$ cat src/rtl/shift_register_pkg.sv
// Shared helpers for the delay-line family: sizing of occupancy counters.
package shift_register_pkg;

    // Occupancy spans 0..DEPTH+1 (SRL entries plus one output register).
    function automatic int count_width(input int depth);
        return $clog2(depth + 2);
    endfunction

endpackage

$ cat src/rtl/shift_register_addressable.sv
// Addressable shift register: shifts in on we, reads any tap combinationally.
// Kept free of reset so the storage maps onto SRL primitives.
module shift_register_addressable #(
    parameter int DATA_WIDTH = 8,
    parameter int DEPTH      = 16
) (
    input  logic                     clk,
    input  logic                     we,
    input  logic [DATA_WIDTH-1:0]    di,
    input  logic [$clog2(DEPTH)-1:0] addr,
    output logic [DATA_WIDTH-1:0]    q
);

    logic [DATA_WIDTH-1:0] sr [DEPTH];

    // NOTE: no reset on the storage array; a reset term would block SRL inference.
    always_ff @(posedge clk) begin
        if (we) begin
            sr[0] <= di;
            for (int i = 1; i < DEPTH; i++) begin
                sr[i] <= sr[i-1];
            end
        end
    end

    assign q = sr[addr];

endmodule

$ cat src/rtl/shift_register_fifo.sv
// Elastic FIFO on SRL storage with a registered first-word-fall-through output.
// Holds DEPTH SRL entries plus one output register; an empty queue bypasses the SRL.
module shift_register_fifo
    import shift_register_pkg::*;
#(
    parameter int DATA_WIDTH = 8,
    parameter int DEPTH      = 16
) (
    input  logic                          clk,
    input  logic                          reset_n,
    input  logic                          s_valid,
    output logic                          s_ready,
    input  logic [DATA_WIDTH-1:0]         s_data,
    output logic                          m_valid,
    input  logic                          m_ready,
    output logic [DATA_WIDTH-1:0]         m_data,
    output logic [count_width(DEPTH)-1:0] count
);

    localparam int AW = $clog2(DEPTH);
    localparam int SW = $clog2(DEPTH + 1);
    localparam int CW = count_width(DEPTH);
    localparam logic [SW-1:0] SRL_FULL = SW'(DEPTH);

    generate
        if (DEPTH < 2 || DATA_WIDTH < 1) begin : g_bad_params
            $error("shift_register_fifo: DEPTH must be >= 2 and DATA_WIDTH >= 1");
        end
    endgenerate

    logic [SW-1:0]         srl_count;
    logic [SW-1:0]         srl_count_next;
    logic [AW-1:0]         head_addr;
    logic [DATA_WIDTH-1:0] head;
    logic                  push;
    logic                  out_free;
    logic                  pop_srl;
    logic                  bypass;
    logic                  srl_we;
    logic                  m_valid_next;

    // NOTE: every always_comb output gets a default first so no latch is inferred.
    always_comb begin
        push      = s_valid & s_ready;
        out_free  = !m_valid | m_ready;
        pop_srl   = out_free & (srl_count != '0);
        bypass    = out_free & (srl_count == '0) & push;
        srl_we    = push & !bypass;
        head_addr = (srl_count == '0) ? '0 : AW'(srl_count - 1'b1);

        srl_count_next = srl_count;
        if (srl_we && !pop_srl) begin
            srl_count_next = srl_count + 1'b1;
        end else if (pop_srl && !srl_we) begin
            srl_count_next = srl_count - 1'b1;
        end

        m_valid_next = out_free ? (pop_srl | bypass) : m_valid;
    end

    // A simultaneous shift and read is safe: the next head lands at srl_count-1.
    shift_register_addressable #(
        .DATA_WIDTH(DATA_WIDTH),
        .DEPTH     (DEPTH)
    ) u_srl (
        .clk (clk),
        .we  (srl_we),
        .di  (s_data),
        .addr(head_addr),
        .q   (head)
    );

    // NOTE: sequential state uses non-blocking assignments only.
    always_ff @(posedge clk or negedge reset_n) begin
        if (!reset_n) begin
            srl_count <= '0;
            s_ready   <= 1'b0;
            m_valid   <= 1'b0;
            m_data    <= '0;
            count     <= '0;
        end else begin
            srl_count <= srl_count_next;
            s_ready   <= (srl_count_next != SRL_FULL);
            m_valid   <= m_valid_next;
            count     <= CW'(srl_count_next) + CW'(m_valid_next);
            if (pop_srl) begin
                m_data <= head;
            end else if (bypass) begin
                m_data <= s_data;
            end
        end
    end

endmodule
$ cat config.mk
export PLATFORM = sky130hd
export DESIGN_NAME = shift_register_fifo
export DESIGN_NICKNAME = d
export VERILOG_FILES = /design/src/rtl/shift_register_pkg.sv /design/src/rtl/shift_register_addressable.sv /design/src/rtl/shift_register_fifo.sv
export SDC_FILE = /design/constraint.sdc
export NUM_CORES = 1
export LEC_CHECK = 0
export CELL_PAD_IN_SITES_DETAIL_PLACEMENT = 0
export CELL_PAD_IN_SITES_GLOBAL_PLACEMENT = 1
export CORE_AREA = 10 10 123 125
export DETAILED_ROUTE_END_ITERATION = 16
export DIE_AREA = 0 0 133 135
export PLACE_DENSITY_LB_ADDON = 0.1
export SLEW_MARGIN = 20
export SYNTH_ARGS = -nofsm -noshare
export SYNTH_HDL_FRONTEND = slang
export SYNTH_SLANG_ARGS = --single-unit
$ cat constraint.sdc
create_clock -name clk -period 9.5 [get_ports clk]
set_clock_uncertainty 0.15 [all_clocks]
set_input_delay 0.95 -clock clk [delete_from_list [all_inputs] [get_ports clk]]
set_output_delay 0.95 -clock clk [all_outputs]
set_load 0.02 [all_outputs]
Yosys cells after proc, flatten, opt, wreduce, memory -nomap -nowiden:

Memory sizes are Yosys's and may differ from the RTL's.
Index checks and enable logic that the tools add are counted.

* bits in registers: 20
* logic and storage cells: 34
* RAM bits: 128
* memories: 1

* bitwise operators: 7
* $add $sub $neg: 3
* equal/unequal tests: 1
* muxes and demuxes: 8
* reductions and logical operators: 9

Memory list
* u_srl.sr: depth 16, bits a word 8, rd ports 16, clocked after memory_dff 0, write ports 16, line shift_register_addressable.sv:14 `logic [DATA_WIDTH-1:0] sr [DEPTH];`

Operators by type and width (number)
* 8-bit two-way mux: 2
* 5-bit two-way mux: 2
* 5-bit by 1-bit adder with 5-bit output: 1
* 5-bit by 1-bit adder with 5-bit output (second input constant): 1
* 1-bit bitwise AND: 5
* 5-bit zero test: 1
* 5-bit inequality test (second input constant): 1
* 5-bit nonzero test: 1
* 5-bit by 1-bit subtractor with 5-bit output (second input constant): 1
* 1-bit zero test: 4
* 4-bit two-way mux: 1
* 1-bit two-way mux: 3
* 1-bit logical AND: 2
* 1-bit OR: 2
* 2-bit nonzero test: 1

Depth between registers and ports, before layout:

* word-level depth: 11
* gate-level depth with buffers: 12

Cells and area by module:

A second synthesis with hierarchy kept.

* cell total of the unflattened synthesis: 300
* area total of the unflattened synthesis: 5913.2 um^2

By module, submodules not included
* shift_register_addressable: area an instance 4877.2 um^2, seq. area each 3843.7 um^2, instances 1, cells each 198
* shift_register_fifo: area an instance 1036.0 um^2, seq. area each 500.5 um^2, instances 1, cells each 102

Least setup slack after synthesis:

Ideal clock, no wire load.

* path type: register to register
* start: register srl_count[0]
* end: memory u_srl.sr[0][0], enable pin
* arrival: 7838 ps
* period minus slack after synthesis: 8646 ps
* slack: 854 ps
* required time: 8692 ps
* cell stages (with the launch flop): 9
* cell sequence: dfrtp_1 > buf_2 > clkinv_1 > clkbuf_1 > ha_1 > nor4b_4 > clkbuf_2 > clkbuf_1 > a21oi_1

RTL lines
* from (decl): line shift_register_fifo.sv:31 `logic [SW-1:0] srl_count;`
* from (signal assigned): line shift_register_fifo.sv:82 `srl_count <= srl_count_next;`
* to (decl): line shift_register_addressable.sv:14

Final worst setup path:

* start: register srl_count[0]
* end: register m_data[1]

* cells in the longest elaborated chain, start to end: 4
* elaborated cells between the ends (all ways): 10
* classes of those cells: 1 x add/sub; 2 x mux; 3 x bitwise; 3 x reduce/logical; 1 x memory

Ends and longest elaborated chain
* 5-bit by 1-bit subtractor with 5-bit output or 5-bit zero test (tied branches)
* 4-bit two-way mux or 1-bit bitwise AND (tied branches): line shift_register_fifo.sv:49, shift_register_fifo.sv:47
* memory 16 x 8 bit or 1-bit bitwise AND (tied branches)
* 8-bit two-way mux or 2-bit nonzero test (tied branches)
* to (signal assigned): line shift_register_fifo.sv:89 `m_data <= s_data;`
* to (decl): line shift_register_fifo.sv:16 `output logic [DATA_WIDTH-1:0] m_data,`

Several ways; a longest one is shown, not always the timed one.
A chain may end at the register's enable or synchronous reset.

==> metrics.md <==
| Metric | Value |
|---|---|
| Status | `completed` |
| Worst skew pair latency | `roughly 0.43 ns` |
| Met2 wire len | `6770 µm` |
| CP max stage cell | `clkinv_1` |
| Vias per Instance | `around 6.1` |
| Post-synth top cells | `edfxtp_1, a211oi_1, dfrtp_1` |
| Final setup violation count | `0` |
| Fmax | `between 200 and 250 MHz` |
| Antenna-violating nets left | `0` |
| Via Count | `3915` |
| Largest net degree at the start of global routing | `90` |
| RD Place Congestion | `approximately 0.82` |
| Number of synthesized flops with an enable pin | `around 130` |
| Crit path max fanout | `51` |
| Syn avg cell area | `roughly 15 µm²` |
| Core area | `~13000 µm²` |
| CP Launch Point | `srl_count[0]` |
| Vias in the first global route | `~3900` |
| DRC viols | `0` |
| Num CTS Buffers | `17` |
| H-tree Lvls | `4` |
| CTS Buffer Depth | `2` |
| Reg2Reg Launch Point | `srl_count[0]` |
| Worst path max stage delay | `roughly 0.68 ns` |
| Routed wire length per instance | `between 20 and 25 µm` |
| Hold slack | `~0.29 ns` |
| Detailed Routing Iterations Pass 1 | `5` |
| Die footprint | `about 18000 µm²` |
| Min-Delay Startpoint | `u_srl.sr[7][5]` |
| WP data required | `between 9 and 10 ns` |
| Final Routed Wirelength | `around 15000 µm` |
| Most used flip-flop cell after synthesis | `edfxtp_1` |
| PwrDens | `approximately 350 nW/µm²` |
| Worst reg-to-reg setup slack | `between 5 and 6 ns` |
| Net Count, Synth | `between 400 and 500` |
| Final nets | `about 470` |
| CTS root buf | `clkbuf_16` |
| Fin. max-slew vios | `0` |
| Synth area leaders | `edfxtp_1, dfrtp_1, a211oi_1` |
| Filler cell count in the final layout | `a little under 1000` |
| Gate Count Post-Synth | `roughly 430` |
| Setup Total Neg Slack | `0 ns` |
| # Post-CTS Setup Buffers | `0` |
| CTS tree | `done` |
| CP cell instances | `buf_4, clkinv_1, ha_1, inv_1, nand3_1, a211oi_1, nor4_1, a22o_1` |
| CP endpoint kind | `register` |
| Synth Cell Area | `~6300 µm²` |
| Share of the synthesized area in the top cell type | `0.610` |
| IO buf count | `26` |
| Die W | `~130 µm` |
| Design area | `between 7000 and 8000 µm²` |
| Pleak | `around 2.5 nW` |
| Starting DRT DRC Count | `around 530` |
| Hpwl dp | `roughly 8800 µm` |
| Synth Register Bits | `148` |
| Initial Utilization | `0.501` |
| Cell with the most instances after synthesis | `edfxtp_1` |
| Die H | `approximately 140 µm` |
| MaxCap Viol Count | `0` |
| Worst-margin pin slew | `0.971 ns` |
| M1 WL | `around 7000 µm` |
| Top Layer Used | `met4` |
| Peak VDD IR | `about 0.21 mV` |
| GR Overflow Total | `0` |
| Hold_buf cts | `0` |
| Period utilization | `0.459` |
| P&R area growth vs syn | `15.6%` |
| Total GRT Usage | `0.171` |
| CTS resizes | `0` |
| Placed Instance Area | `approximately 6700 µm²` |
| Crit path kind | `register to register` |
| Startpoint types | `register` |
| Reg clk slew, reported paths | `0.06 ns` |
| Worst Hold Class | `register to register` |
| Distinct cells, synth | `around 50` |
| Register area share after synthesis | `0.689` |
| Relative slew margins | `0.353` |
| Arrival @ worst endpoint | `roughly 4.5 ns` |
| Row Count | `41` |
| TritonCTS Sinks | `~150` |
| Asr flop ratio synth | `0.135` |
| Yosys warns | `0` |
| Io pins | `27` |
| Crit path time final | `approximately 4.4 ns` |
| ANT cells | `0` |
| Synth area leader | `edfxtp_1` |
| Initial antenna violation count | `0` |
| Final-report hold violation count | `0` |
| RSZ-0062 raised after global routing | `no` |
| Fraction of layout cells with a size suffix above 1 | `0.119` |
| Final Power | `between 2 and 3 mW` |
| Metal3 WL | `between 900 and 1000 µm` |
| First-pass GRT wire length | `around 23000 µm` |
## path summary, 6_finish.rpt
kind | end | depth (start not counted)
max | m_data[1] | 8
min | u_srl.sr[8][5] | 0
max reg2reg | m_data[1] | 8
min reg2reg | u_srl.sr[8][5] | 0
max in group asynchronous | srl_count[0] | 1
min in group asynchronous | m_data[5] | 1
## layer usage
| metal | GRT usage | vias up |
|---|---|---|
| li1 | - | 1783 |
| met1 | 0.236 | 1979 |
| met2 | 0.249 | 134 |
| met3 | 0.0486 | 19 |
| met4 | 0.0691 | 0 |
| met5 | 0 | - |
## metrics by stage
| stage | util | cells | setup WS, ns |
|---|---|---|---|
| final | 0.579 | 641 | 5.14 |
| after global routing | 0.579 | 641 | 4.89 |
| after CTS | 0.579 | 641 | 4.94 |
| after detailed placement | 0.531 | 609 | 4.94 |
| after global placement | 0.531 | 609 | 5.03 |
| after floorplan | - | 434 | 0.854 |
## logic make-up after synthesis
logic type,Yosys count,synth area share
multiplexers,20,0.0334
AND/OR/NAND/NOR,104,0.100
XOR/XNOR,7,0.0109
flip-flops,148,0.689
adder cells (fa/ha/maj),5,0.00993
buffers and inverters,34,0.0294
AO/OA/AOI/OAI,116,0.126
## critical path, delay by kind of cell, from the launching register on
| kind | cells | cell delay (ns) |
|---|---|---|
| AOI/OAI and AO/OA | 2 | 0.76 |
| adders and majority gates | 1 | 0.67 |
| buffers and inverters | 3 | 1.65 |
| and+or+nand+nor | 2 | 0.66 |
| DFF | 1 | 0.33 |
## report_power, final
| part | leakage (nW) | total, mW | internal [mW] | switching [mW] |
|---|---|---|---|---|
| combinational | 0.774 | 0.955 | 0.349 | 0.606 |
| clock | 0.279 | 0.680 | 0.418 | 0.262 |
| sequential | 1.47 | 0.949 | 0.869 | 0.0803 |
| total | 2.52 | 2.58 | 1.64 | 0.949 |
## flip-flops by register name, indices dropped and copies added (netlist names)
name	flops
m_data	8
m_valid	1
count	5
s_ready	1
u_srl.sr	128
srl_count	5
## layout by cell type, fill, tap and decap left out, drive strengths merged, types with 2 or more instances in the layout
cell / n
mux2i: 12
a22o: 7
clkinvlp: 5
a2111oi: 7
nor4: 7
edfxtp: 128
inv: 4
o22ai: 15
o21ai: 19
nand2: 13
nor2: 4
clkdlybuf4s50: 25
bufinv: 3
xor2: 2
nor3: 2
a211oi: 30
o211ai: 2
buf: 7
and4: 2
and3: 18
a21boi: 7
nand4: 18
a21oi: 14
and2: 2
clkbuf: 19
dfrtp: 20
xnor2: 5
clkinv: 6
nand3: 15
nor2b: 9
nand2b: 9
ha: 5
a22oi: 2
a21o: 7
mux2: 8
## cell type report
cell class,count,area [µm²],share of cell area
clock buffer,19,443,0.0608
tap,172,215,0.0295
clock inverter,13,159,0.0218
inverter,5,18.8,0.00258
multi-input combinational,252,1800,0.247
timing repair buffer,32,304,0.0417
sequential,148,4350,0.597
(Power assumes the default switching activity.)
